### src/rtl/dmem_write_buffer_if.sv
// Bus bundle for dmem_write_buffer: MEM-stage store/load side plus the data-memory write port.
// The slave modport is the buffer's view; the master modport is the pipeline/memory environment.
interface dmem_write_buffer_if #(
  parameter int DEPTH = 4,
  parameter int AW    = 32,
  parameter int DW    = 32
);
  localparam int CW = $clog2(DEPTH) + 1;

  // MEM stage side
  logic          MEM_MemWr;
  logic          MEM_MemRd;
  logic [AW-1:0] MEM_Addr;
  logic [DW-1:0] MEM_Data;
  logic          Full;
  logic          Empty;
  logic [CW-1:0] Count;
  logic          Ld_Hit;
  logic [DW-1:0] Ld_Data;
  logic          Ld_Stall;

  // Data-memory side
  logic          Bus_Req;
  logic [AW-1:0] Bus_Addr;
  logic [DW-1:0] Bus_Wdata;
  logic          Bus_Ack;

  // Bus FSM state (0 = IDLE, 1 = REQ)
  logic          dbg_state;

  modport slave (
    input  MEM_MemWr, MEM_MemRd, MEM_Addr, MEM_Data, Bus_Ack,
    output Full, Empty, Count, Ld_Hit, Ld_Data, Ld_Stall,
    output Bus_Req, Bus_Addr, Bus_Wdata, dbg_state
  );

  modport master (
    output MEM_MemWr, MEM_MemRd, MEM_Addr, MEM_Data, Bus_Ack,
    input  Full, Empty, Count, Ld_Hit, Ld_Data, Ld_Stall,
    input  Bus_Req, Bus_Addr, Bus_Wdata, dbg_state
  );
endinterface

### src/rtl/dmem_write_buffer.sv
// Posted-store write buffer between the MEM stage and data memory, with load address checking.
// Optional macro WB_FWD_EN: forward matching store data to loads instead of stalling them.
module dmem_write_buffer #(
  parameter int DEPTH = 4,
  parameter int AW    = 32,
  parameter int DW    = 32
) (
  input logic                Clk,
  input logic                Clrn,
  dmem_write_buffer_if.slave wb
);
  localparam int PW = $clog2(DEPTH);
  localparam int CW = PW + 1;

  typedef enum logic {IDLE = 1'b0, REQ = 1'b1} state_e;

  // Handshakes: a store is taken at an edge with MEM_MemWr=1 and registered Full=0;
  // a bus write completes at an edge with Bus_Req=1 and Bus_Ack=1, and Bus_Addr/Bus_Wdata
  // are held constant from Bus_Req rising until that edge. Bus_Ack with Bus_Req=0 does nothing.
  state_e        state_q, state_d;
  logic [AW-1:0] addr_q [DEPTH];
  logic [AW-1:0] addr_d [DEPTH];
  logic [DW-1:0] data_q [DEPTH];
  logic [DW-1:0] data_d [DEPTH];
  logic [DEPTH-1:0] valid_q, valid_d;
  logic [PW-1:0] head_q, head_d;
  logic [PW-1:0] tail_q, tail_d;
  logic [CW-1:0] count_q, count_d;
  logic          full_q, full_d;
  logic          empty_q, empty_d;
  logic [AW-1:0] bus_addr_q, bus_addr_d;
  logic [DW-1:0] bus_wdata_q, bus_wdata_d;

  logic          wr_acc;
  logic          pop;

  always_comb begin
    wr_acc      = wb.MEM_MemWr && !full_q;
    pop         = (state_q == REQ) && wb.Bus_Ack;
    addr_d      = addr_q;
    data_d      = data_q;
    valid_d     = valid_q;
    head_d      = head_q;
    tail_d      = tail_q;
    state_d     = state_q;
    bus_addr_d  = bus_addr_q;
    bus_wdata_d = bus_wdata_q;

    // Enqueue and pop never touch the same slot: pop needs Count>=1, enqueue needs Count<DEPTH.
    if (wr_acc) begin
      addr_d[tail_q]  = wb.MEM_Addr;
      data_d[tail_q]  = wb.MEM_Data;
      valid_d[tail_q] = 1'b1;
      tail_d          = tail_q + 1'b1;
    end
    if (pop) begin
      valid_d[head_q] = 1'b0;
      head_d          = head_q + 1'b1;
    end

    count_d = count_q + CW'(wr_acc) - CW'(pop);
    full_d  = (count_d == CW'(DEPTH));
    empty_d = (count_d == '0);

    case (state_q)
      IDLE:    if (count_q != '0 || wr_acc) state_d = REQ;
      REQ:     if (pop && count_d == '0) state_d = IDLE;
      default: state_d = IDLE;
    endcase

    // Load the next head into the bus registers; it may be the store arriving this very edge.
    if (state_d == REQ && (state_q == IDLE || pop)) begin
      if (wr_acc && tail_q == head_d) begin
        bus_addr_d  = wb.MEM_Addr;
        bus_wdata_d = wb.MEM_Data;
      end else begin
        bus_addr_d  = addr_q[head_d];
        bus_wdata_d = data_q[head_d];
      end
    end
  end

  always_ff @(posedge Clk or negedge Clrn) begin
    if (!Clrn) begin
      for (int i = 0; i < DEPTH; i++) begin
        addr_q[i] <= '0;
        data_q[i] <= '0;
      end
      valid_q     <= '0;
      head_q      <= '0;
      tail_q      <= '0;
      count_q     <= '0;
      full_q      <= 1'b0;
      empty_q     <= 1'b1;
      state_q     <= IDLE;
      bus_addr_q  <= '0;
      bus_wdata_q <= '0;
    end else begin
      addr_q      <= addr_d;
      data_q      <= data_d;
      valid_q     <= valid_d;
      head_q      <= head_d;
      tail_q      <= tail_d;
      count_q     <= count_d;
      full_q      <= full_d;
      empty_q     <= empty_d;
      state_q     <= state_d;
      bus_addr_q  <= bus_addr_d;
      bus_wdata_q <= bus_wdata_d;
    end
  end

  // Word-address lookup, oldest to youngest so the youngest match is the one kept.
  logic          match;
  logic [DW-1:0] match_data;
  logic [PW-1:0] idx;

  always_comb begin
    match      = 1'b0;
    match_data = '0;
    idx        = '0;
    for (int i = 0; i < DEPTH; i++) begin
      idx = head_q + PW'(i);
      if (valid_q[idx] && addr_q[idx][AW-1:2] == wb.MEM_Addr[AW-1:2]) begin
        match      = 1'b1;
        match_data = data_q[idx];
      end
    end
  end

`ifdef WB_FWD_EN
  assign wb.Ld_Hit   = wb.MEM_MemRd && match;
  assign wb.Ld_Data  = (wb.MEM_MemRd && match) ? match_data : '0;
  assign wb.Ld_Stall = 1'b0;
`else
  assign wb.Ld_Hit   = 1'b0;
  assign wb.Ld_Data  = '0;
  assign wb.Ld_Stall = wb.MEM_MemRd && match;
`endif

  assign wb.Full      = full_q;
  assign wb.Empty     = empty_q;
  assign wb.Count     = count_q;
  assign wb.Bus_Req   = (state_q == REQ);
  assign wb.Bus_Addr  = bus_addr_q;
  assign wb.Bus_Wdata = bus_wdata_q;
  assign wb.dbg_state = state_q;
endmodule
### src/flat_wrapper.sv
// flat-port wrapper written by rule: the top's interface ports become plain ports
module dmem_write_buffer_flat 
#(
  parameter int DEPTH = 4,
  parameter int AW    = 32,
  parameter int DW    = 32
)
  (Clk, Clrn, wb_MEM_MemWr, wb_MEM_MemRd, wb_MEM_Addr, wb_MEM_Data, wb_Bus_Ack, wb_Full, wb_Empty, wb_Count, wb_Ld_Hit, wb_Ld_Data, wb_Ld_Stall, wb_Bus_Req, wb_Bus_Addr, wb_Bus_Wdata, wb_dbg_state);
  dmem_write_buffer_if #(.DEPTH(DEPTH), .AW(AW), .DW(DW)) wb_i ();
  input logic Clk;
  input logic Clrn;
  input wire logic [$bits(wb_i.MEM_MemWr)-1:0] wb_MEM_MemWr;
  input wire logic [$bits(wb_i.MEM_MemRd)-1:0] wb_MEM_MemRd;
  input wire logic [$bits(wb_i.MEM_Addr)-1:0] wb_MEM_Addr;
  input wire logic [$bits(wb_i.MEM_Data)-1:0] wb_MEM_Data;
  input wire logic [$bits(wb_i.Bus_Ack)-1:0] wb_Bus_Ack;
  output wire logic [$bits(wb_i.Full)-1:0] wb_Full;
  output wire logic [$bits(wb_i.Empty)-1:0] wb_Empty;
  output wire logic [$bits(wb_i.Count)-1:0] wb_Count;
  output wire logic [$bits(wb_i.Ld_Hit)-1:0] wb_Ld_Hit;
  output wire logic [$bits(wb_i.Ld_Data)-1:0] wb_Ld_Data;
  output wire logic [$bits(wb_i.Ld_Stall)-1:0] wb_Ld_Stall;
  output wire logic [$bits(wb_i.Bus_Req)-1:0] wb_Bus_Req;
  output wire logic [$bits(wb_i.Bus_Addr)-1:0] wb_Bus_Addr;
  output wire logic [$bits(wb_i.Bus_Wdata)-1:0] wb_Bus_Wdata;
  output wire logic [$bits(wb_i.dbg_state)-1:0] wb_dbg_state;
  assign wb_i.MEM_MemWr = wb_MEM_MemWr;
  assign wb_i.MEM_MemRd = wb_MEM_MemRd;
  assign wb_i.MEM_Addr = wb_MEM_Addr;
  assign wb_i.MEM_Data = wb_MEM_Data;
  assign wb_i.Bus_Ack = wb_Bus_Ack;
  assign wb_Full = wb_i.Full;
  assign wb_Empty = wb_i.Empty;
  assign wb_Count = wb_i.Count;
  assign wb_Ld_Hit = wb_i.Ld_Hit;
  assign wb_Ld_Data = wb_i.Ld_Data;
  assign wb_Ld_Stall = wb_i.Ld_Stall;
  assign wb_Bus_Req = wb_i.Bus_Req;
  assign wb_Bus_Addr = wb_i.Bus_Addr;
  assign wb_Bus_Wdata = wb_i.Bus_Wdata;
  assign wb_dbg_state = wb_i.dbg_state;
  dmem_write_buffer #(.DEPTH(DEPTH), .AW(AW), .DW(DW)) u_core (.Clk(Clk), .Clrn(Clrn), .wb(wb_i));
endmodule
### config.mk
export PLATFORM = sky130hd
export DESIGN_NAME = dmem_write_buffer_flat
export DESIGN_NICKNAME = d
export VERILOG_FILES = /design/src/rtl/dmem_write_buffer_if.sv /design/src/rtl/dmem_write_buffer.sv /design/src/flat_wrapper.sv
export SDC_FILE = /design/constraint.sdc
export NUM_CORES = 1
export LEC_CHECK = 0
export CORE_ASPECT_RATIO = 1.2
export CORE_MARGIN = 2
export CORE_UTILIZATION = 50
export CTS_CLUSTER_SIZE = 14
export DETAILED_ROUTE_END_ITERATION = 6
export PLACE_DENSITY = 0.79
export SLEW_MARGIN = 25
export SYNTH_ARGS = -nofsm -noshare
export SYNTH_HDL_FRONTEND = slang
export SYNTH_SLANG_ARGS = --single-unit
export TNS_END_PERCENT = 10
### constraint.sdc
create_clock -name Clk -period 6 [get_ports Clk]
set_clock_uncertainty 0.05 [all_clocks]
set_input_delay 1.2 -clock Clk [delete_from_list [all_inputs] [get_ports Clk]]
set_output_delay 1.2 -clock Clk [all_outputs]
set_load 0.05 [all_outputs]
After elaboration in Yosys (flattened, before gate mapping). Index checks and enable logic that the tools add are counted.

ROM bits: 0. RAM bits: 0. Register bits after elaboration: 334. Bits of input ports: 69. Logic and storage cells: 117. Output and inout port bits: 105. Bits in latches: 0. Memories kept: 0.

Add/sub/neg operators: 6. Muxes and demuxes: 46. Shift operators: 0. $mul: 0. Reduce and logical (&&, ||, !) cells: 18. Bitwise gates (word level): 10. $lt $le $gt $ge: 14. Eq/ne operators: 6. Divide/modulo/power cells: 0.

Operators by type and width (count): 32-bit 2-to-1 mux (15); 32-bit binary-select mux with 2-bit select (6); 128-bit bitwise mux (2); 30-bit equality test (4); 32-bit demux with 2-bit select (1); 3-bit >= comparator (second input constant) (6); 2-bit NOT with 3-bit output (6); 2-bit by 3-bit < comparator with 1-bit output (second input constant) (5); 1-bit logical AND (13); 1-bit 2-to-1 mux (12); 1-bit binary-select mux with 2-bit select (4); 4-bit 2-to-1 mux (2); 2-bit by 1-bit adder with 2-bit output (second input constant) (2); 2-bit adder (second input constant) (2); 4-bit bitwise AND (1); 1-bit demux with 2-bit select (2); 2-bit by 1-bit >= comparator with 1-bit output (second input constant) (2); 4-bit NOT (1); 4-bit OR (1); 3-bit by 1-bit adder with 3-bit output (1); 3-bit equality test (second input constant) (1); 3-bit logical NOT (1); 3-bit by 1-bit < comparator with 1-bit output (second input constant) (1); 3-bit nonzero test (1); other kinds (7) (8).

Logic depth before layout (Yosys ltp). Gate-level depths: netlist (run 1).

Depth after elaboration: 11. Depth in mapped cells: 15. Depth with buffers taken out: 11.

Worst setup path before layout (run 1). No wires, ideal clock.

Path type: register to output. Start: register u_core.head_q[0]. End: output port wb_Ld_Stall. Data arrival time: 3423 ps. Cell stages (with the launch flop): 15. Buffers on the path: 5. Setup slack: 1327 ps. Required time: 4750 ps. Cell sequence: dfrtp_1 > buf_6 > buf_6 > inv_2 > clkbuf_1 > ha_1 > buf_2 > clkinv_1 > buf_1 > mux2i_1 > xor2_1 > nor4_1 > o211ai_1 > a2bb2oi_1 > o221ai_2.

Longest elaborated chain between the ends: 11. Elaborated cells on any way between the ends: 40. Classes of those cells: 3 x add/sub; 4 x eq/ne; 24 x mux; 4 x bitwise; 5 x reduce/logical.

RTL lines: from (decl) (RTL line dmem_write_buffer.sv:26) `logic [PW-1:0] head_q, head_d;`; from (signal assigned) (RTL line dmem_write_buffer.sv:90) `head_q <= '0;`; from (signal assigned) (RTL line dmem_write_buffer.sv:102) `head_q <= head_d;`; 2-bit by 1-bit adder with 2-bit output or 2-bit NOT with 3-bit output (tied branches) (RTL line dmem_write_buffer.sv:123, dmem_write_buffer.sv:124); 2-bit NOT with 3-bit output (not written as such) or 32-bit binary-select mux with 2-bit select (tied branches) (RTL line dmem_write_buffer.sv:124) `if (valid_q[idx] && addr_q[idx][AW-1:2] == wb.MEM_Addr[AW-1:2]) begin`; 32-bit binary-select mux with 2-bit select or 32-bit 2-to-1 mux (tied branches) (RTL line dmem_write_buffer.sv:124); 32-bit 2-to-1 mux (not written as such) (RTL line dmem_write_buffer.sv:124); 32-bit 2-to-1 mux (not written as such) or 30-bit equality test (tied branches) (RTL line dmem_write_buffer.sv:124); 30-bit equality test or 1-bit logical AND (tied branches) (RTL line dmem_write_buffer.sv:124); 1-bit logical AND or 1-bit 2-to-1 mux (tied branches) (RTL line dmem_write_buffer.sv:124); 1-bit 2-to-1 mux (2 in series) (RTL line dmem_write_buffer.sv:124); 1-bit 2-to-1 mux * (RTL line dmem_write_buffer.sv:124); 1-bit logical AND * (RTL line dmem_write_buffer.sv:138) `assign wb.Ld_Stall = wb.MEM_MemRd && match;`; to (decl) (RTL line flat_wrapper.sv:22) `output wire logic [$bits(wb_i.Ld_Stall)-1:0] wb_Ld_Stall;`.

Mark *: on every way between the ends. The rest lies on a longest branch, timed or not. The select of a mux whose other input is x is not followed.

Final worst setup path (run 1). Same ends and word-level chain as after synthesis.

==> results of run 1 <==
worst max-delay path, delay by kind of cell, from the launching register on:
family                    cells  cell delay (ns)
DFF                           1             0.64
and+or+nand+nor               1             0.22
xor gates and xnor gates      1             0.22
buffers and inverters         2             0.78
AOI/OAI and AO/OA             3             1.12
muxes                         1             0.64
path summary, 6_finish.rpt:
| check | startpoint | to | slack (ns) | cells after the start |
|---|---|---|---|---|
| min reg2reg | u_core.wb.Bus_Wdata[31] | u_core.wb.Bus_Wdata[31] | 0.43 | 2 |
| min in group asynchronous | Clrn | u_core.data_q[115] | 0.49 | 1 |
| max in group asynchronous | Clrn | u_core.wb.Bus_Addr[0] | 4.06 | 3 |
| min | u_core.wb.Bus_Wdata[31] | u_core.wb.Bus_Wdata[31] | 0.43 | 2 |
| max reg2reg | u_core.head_q[0] | u_core.wb.Bus_Addr[9] | 2.43 | 9 |
| max | u_core.head_q[0] | wb_Ld_Stall | 0.56 | 8 |
Yosys cell counts, types with 8 or more instances:
cell,n
o22ai_1,10
clkbuf_1,50
ha_1,10
nor4_1,10
buf_1,30
buf_2,26
dfrtp_1,333
buf_4,37
nand2_1,112
nand4_1,18
xor2_1,36
a21oi_1,23
xnor2_1,69
mux4_2,121
o21ai_0,108
inv_1,19
mux2_2,239
nor2_1,25
mux2i_1,149
nand3_1,8
buf_6,12
a22oi_1,9
routing by layer:
layer  global-route usage (%)  wire length, µm  vias to the layer above
met5                        0               13                        -
met4                    10.61             1940                        2
met3                    4.247             2882                       93
met2                    43.69            25680                      463
met1                    34.63            21470                     6782
li1                         -                -                     5795
logic make-up after synthesis:
family          Yosys count  synth area share (%)
buf+inv                 182                 5.140
fa+ha+maj                11                0.7463
flops                   334                 42.98
other cells               1               0.01928
xor+xnor                105                 4.729
mux                     513                 35.88
compound gates          197                 6.131
simple gates            193                 4.375
state kept, by name (all words and copies together) (netlist names), 2 cells and up:
register             count
u_core.addr_q          128
u_core.data_q          128
u_core.wb.Bus_Addr      32
u_core.wb.Bus_Wdata     32
u_core.valid_q           4
u_core.wb.Count          3
u_core.head_q            2
u_core.tail_q            2
through the flow:
stage	setup slack, ns	utilization, %
after global routing	0.3551	57.96
after global placement	0.7543	54.60
after floorplan	1.327	-
after CTS	0.5480	57.86
after detailed placement	0.7387	54.67
final	0.5579	57.96
cell type report:
class	count	area, µm²
Tap cell	486	608.1
Clock buffer	53	1036
Sequential cell	334	8367
Timing Repair Buffer	166	1777
Multi-Input combinational cell	1052	10270
Clock inverter	13	196.4
Antenna cell	1	2.502
Inverter	23	86.33
Fill cell	3073	16210
==> flow_summary.ini, run 1 <==
[synth]
synthTopCellsByArea = dfrtp_1, mux4_2, mux2_2
synth_edf_count = 0
ys_types = 64
synth_top_area_share_pct = 42.85
yosys_warnings = 0
syn-mean-instance-area_um2 = 12.66
ys_seq_area_share_pct = 42.98
async_reset_ff_share_pct = 100.0
synthFlopType = dfrtp_1
synth_top_area_cell = dfrtp_1
synth-seq-cells = 334
synthCells = 1536
netlist_area_um2 = 19450

[floorplanning]
initial_core_util_pct = 50.45
core_um2 = 38550
die-area_um2 = 40500
fp-row-count = 79
die_h_um = 220.1
ioPinCount = 174
die_w_um = 184.0

[sta]
hold_viol_final = 0
tns_ns = 0
max_slew_margin_pct = 34.67
rsz0062_at_grt = no
finalCritPeriodShare_pct = 90.70
drv_slew = 0
hold_ws_ns = 0.4291
fin_crit_ns = 5.442
setup_viol = 0
tightest_slew_ns = 0.9765
max_freq_mhz = 183.8

[final_layout]
postLayoutCellArea_um2 = 22340
final_common_cell = dfrtp_1
final_cell_mix = dfrtp_1, mux2_2, mux2i_1, clkdlybuf4s50_1, mux4_2
fin_cells = 2128
drive_gt1_share_pct = 28.21
syn_to_final_growth_pct = 14.87
nets = 1694

[global_route]
overflow = 0
antenna_found_initial = 2
grt_usage_pct = 26.31
grt_pass1_wl_um = 81330
grt_pass1_vias = 13530
grt_max_degree = 132

[routing]
drc_errors = 0
dr.pass1.iters = 5
via_per_inst = 6.172
drt-wirelength-per-cell_um = 24.43
vias = 13140
drtIter0Drc = 910
postRouteAntennaNets = 0
drt-total-wl_um = 51990

[cts]
cts.sinks = 334
htree_num_levels = 2
numCtsBuffers = 37
root_buffer = clkbuf_16
clk_pin_slew_worst_paths_ns = 0.06
postCtsHoldBufs = 0
cts_setup_buffers = 0
cts_tree = built
clockBufferDepth = 3
clock_latency_ns = 0.54
cts-resized-gates = 0

[placement]
io_buffers = 140
place.gp.congestion = 1.003
hpwlAfterDp_um = 35390
dpl_cell_area_um2 = 21070
dp_cells = 2060

[setup_path]
cp_cell_sequence = buf_4 > mux4_2 > xnor2_1 > nand4_1 > a2111oi_0 > a2bb2oi_1 > o221ai_2 > buf_12
crit_path_end_kind = primary output
cp_slowest_cell = dfrtp_4
slowest_delay_ns = 0.64
cp.required_ns = 4.75
critPathKind = flop to primary output
cp.arrival_ns = 4.19
critPathMaxFanout = 44
cp-start-kind = flop

[min_path]
hold_path_class = flop to flop

[run_status]
status = complete, no violations

[job]
max_cap_viol_count = 0
Power of run 1 is not shown: default switching activity piles up to over one toggle a cycle in this logic, so the estimate is an artifact.
==> run 2: changes to the inputs <==
--- a/config.mk
+++ b/config.mk
@@ -7,10 +7,11 @@
 export LEC_CHECK = 0
 export CORE_ASPECT_RATIO = 1.2
 export CORE_MARGIN = 2
-export CORE_UTILIZATION = 50
+export CORE_UTILIZATION = 30
+export CTS_CLUSTER_DIAMETER = 30
 export CTS_CLUSTER_SIZE = 14
 export DETAILED_ROUTE_END_ITERATION = 6
-export PLACE_DENSITY = 0.79
+export PLACE_DENSITY = 0.55
 export SLEW_MARGIN = 25
 export SYNTH_ARGS = -nofsm -noshare
 export SYNTH_HDL_FRONTEND = slang
==> constraint.sdc (replaced) <==
create_clock -name Clk -period 6.3 [get_ports Clk]
set_clock_uncertainty 0.05 [all_clocks]
set_input_delay 1.26 -clock Clk [delete_from_list [all_inputs] [get_ports Clk]]
set_output_delay 1.26 -clock Clk [all_outputs]
set_load 0.05 [all_outputs]
==> flow_summary.ini, run 2 (same netlist as run 1, synthesis figures left out) <==
[sta]
hold_ws_ns = 0.4212
tightest_slew_ns = 0.9636
hold_viol_final = 0
finalCritPeriodShare_pct = 92.14
max_freq_mhz = 172.3
rsz0062_at_grt = no
fin_crit_ns = 5.805
tns_ns = 0
max_slew_margin_pct = 35.76
drv_slew = 0
setup_viol = 0

[final_layout]
final_common_cell = dfrtp_1
drive_gt1_share_pct = 31.96
nets = 1739
reg.largest.list = u_core.addr_q (128), u_core.data_q (128)
antenna_cells = 0
final_cell_mix = dfrtp_1, mux2_2, mux2i_1, clkdlybuf4s50_1, mux4_2
syn_to_final_growth_pct = 25.34

[run_status]
status = complete, no violations

[pwr]
vdd_drop_max_uv = 412.8
cellPowerDensity_nw_per_um2 = 718.2
leakage_nw = 10.29
fin_total_pwr_mw = 17.51

[setup_path]
crit_path_end_kind = primary output
critPathKind = flop to primary output
critPathMaxFanout = 18
cp.required_ns = 4.99
cp.arrival_ns = 4.50
cp-start-kind = flop
r2r-start = u_core.head_q[1]
cp-startpoint = u_core.head_q[1]

[floorplanning]
fp-row-count = 102
initial_core_util_pct = 30.24
die_h_um = 282.9
core_um2 = 64320
die-area_um2 = 66890
ioPinCount = 174
die_w_um = 236.4

[global_route]
grt_pass1_vias = 14040
grt_pass1_wl_um = 90540
grt_usage_pct = 17.67
antenna_found_initial = 8
grt_max_degree = 130
overflow = 0

[min_path]
hp-start = u_core.wb.Bus_Addr[15]
hold_path_class = flop to flop

[routing]
via_per_inst = 5.243
drc_errors = 0
postRouteAntennaNets = 0
drtIter0Drc = 784
dr.pass1.iters = 5
drt-total-wl_um = 58710
vias = 13420
drt-wirelength-per-cell_um = 22.94

[cts]
root_buffer = clkbuf_16
cts_setup_buffers = 0
htree_num_levels = 3
cts.sinks = 334
cts-resized-gates = 0
clk_pin_slew_worst_paths_ns = 0.05
postCtsHoldBufs = 0
clock_latency_ns = 0.62
clockBufferDepth = 3
numCtsBuffers = 82
cts_tree = built

[placement]
io_buffers = 140
hpwlAfterDp_um = 38370
place.gp.congestion = 0.9320

[job]
max_cap_viol_count = 0
run 2: cell types whose count changed in the layout (fill, tap and decap cells not counted), moves of 4 or more:
cell       change
clkinv_4       +5
clkbuf_16     +45
buf_12         -4
buf_4          +6
clkbuf_8      +10
bufinv_16      +6
clkinv_2      +14
run 2: critical path: stages, from the launching register on:
cell,delay [ns]
dfrtp_4,0.61
inv_1,0.19
ha_1,0.46
clkinv_1,0.54
buf_4,0.38
mux2i_1,0.14
xor2_1,0.17
nor4_1,0.39
o2111ai_1,0.21
a2bb2oi_1,0.20
o221ai_2,0.37
buf_12,0.19
run 2: path summary, 6_finish.rpt:
kind | to | slack, ns | depth (start not counted)
hold reg to reg | u_core.wb.Bus_Addr[15] | 0.42 | 2
min in group asynchronous | u_core.wb.Bus_Addr[18] | 0.64 | 1
max in group asynchronous | u_core.data_q[92] | 4.21 | 2
setup reg to reg | u_core.wb.Bus_Addr[8] | 2.65 | 8
hold / removal | u_core.wb.Bus_Addr[15] | 0.42 | 2
setup / recovery | wb_Ld_Stall | 0.49 | 11
run 2: layout make-up:
cell class	instances	area, µm²
fill	6230	39940
multi-input combinational	1052	10290
sequential	334	8367
clock buffer	106	2292
timing repair buffer	166	1687
tap	832	1041
clock inverter	46	618.1
inverter	23	86.33
run 2: metal layers:
| metal | share of wire (%) | up-vias | track usage [%] |
|---|---|---|---|
| met5 | 0.16 | - | 0 |
| met4 | 3.2 | 14 | 6.835 |
| met3 | 5.6 | 122 | 4.258 |
| met2 | 47 | 384 | 28.19 |
| met1 | 44 | 6998 | 23.16 |
| li1 | - | 5900 | - |
run 2: power breakdown:
part	internal [mW]	total [mW]	leakage (nW)	switching (mW)
clock network	2.98	4.36	1.42	1.38
logic	4.15	8.86	4.86	4.71
registers	3.27	4.29	4.01	1.01
total	10.4	17.5	10.3	7.10
run 2: stage by stage:
stage / area [µm²] / cells / util [%] / worst slack [ns]
after CTS: 24380 / 2559 / 37.90 / 0.4486
after global routing: 24380 / 2559 / 37.90 / 0.2400
after detailed placement: 21470 / 2407 / 33.37 / 0.9488
after global placement: 21470 / 2407 / 33.37 / 0.9469
after floorplan: 19570 / 1568 / - / 1.567
final: 24380 / 2559 / 37.90 / 0.4950
(Power assumes the default switching activity.)
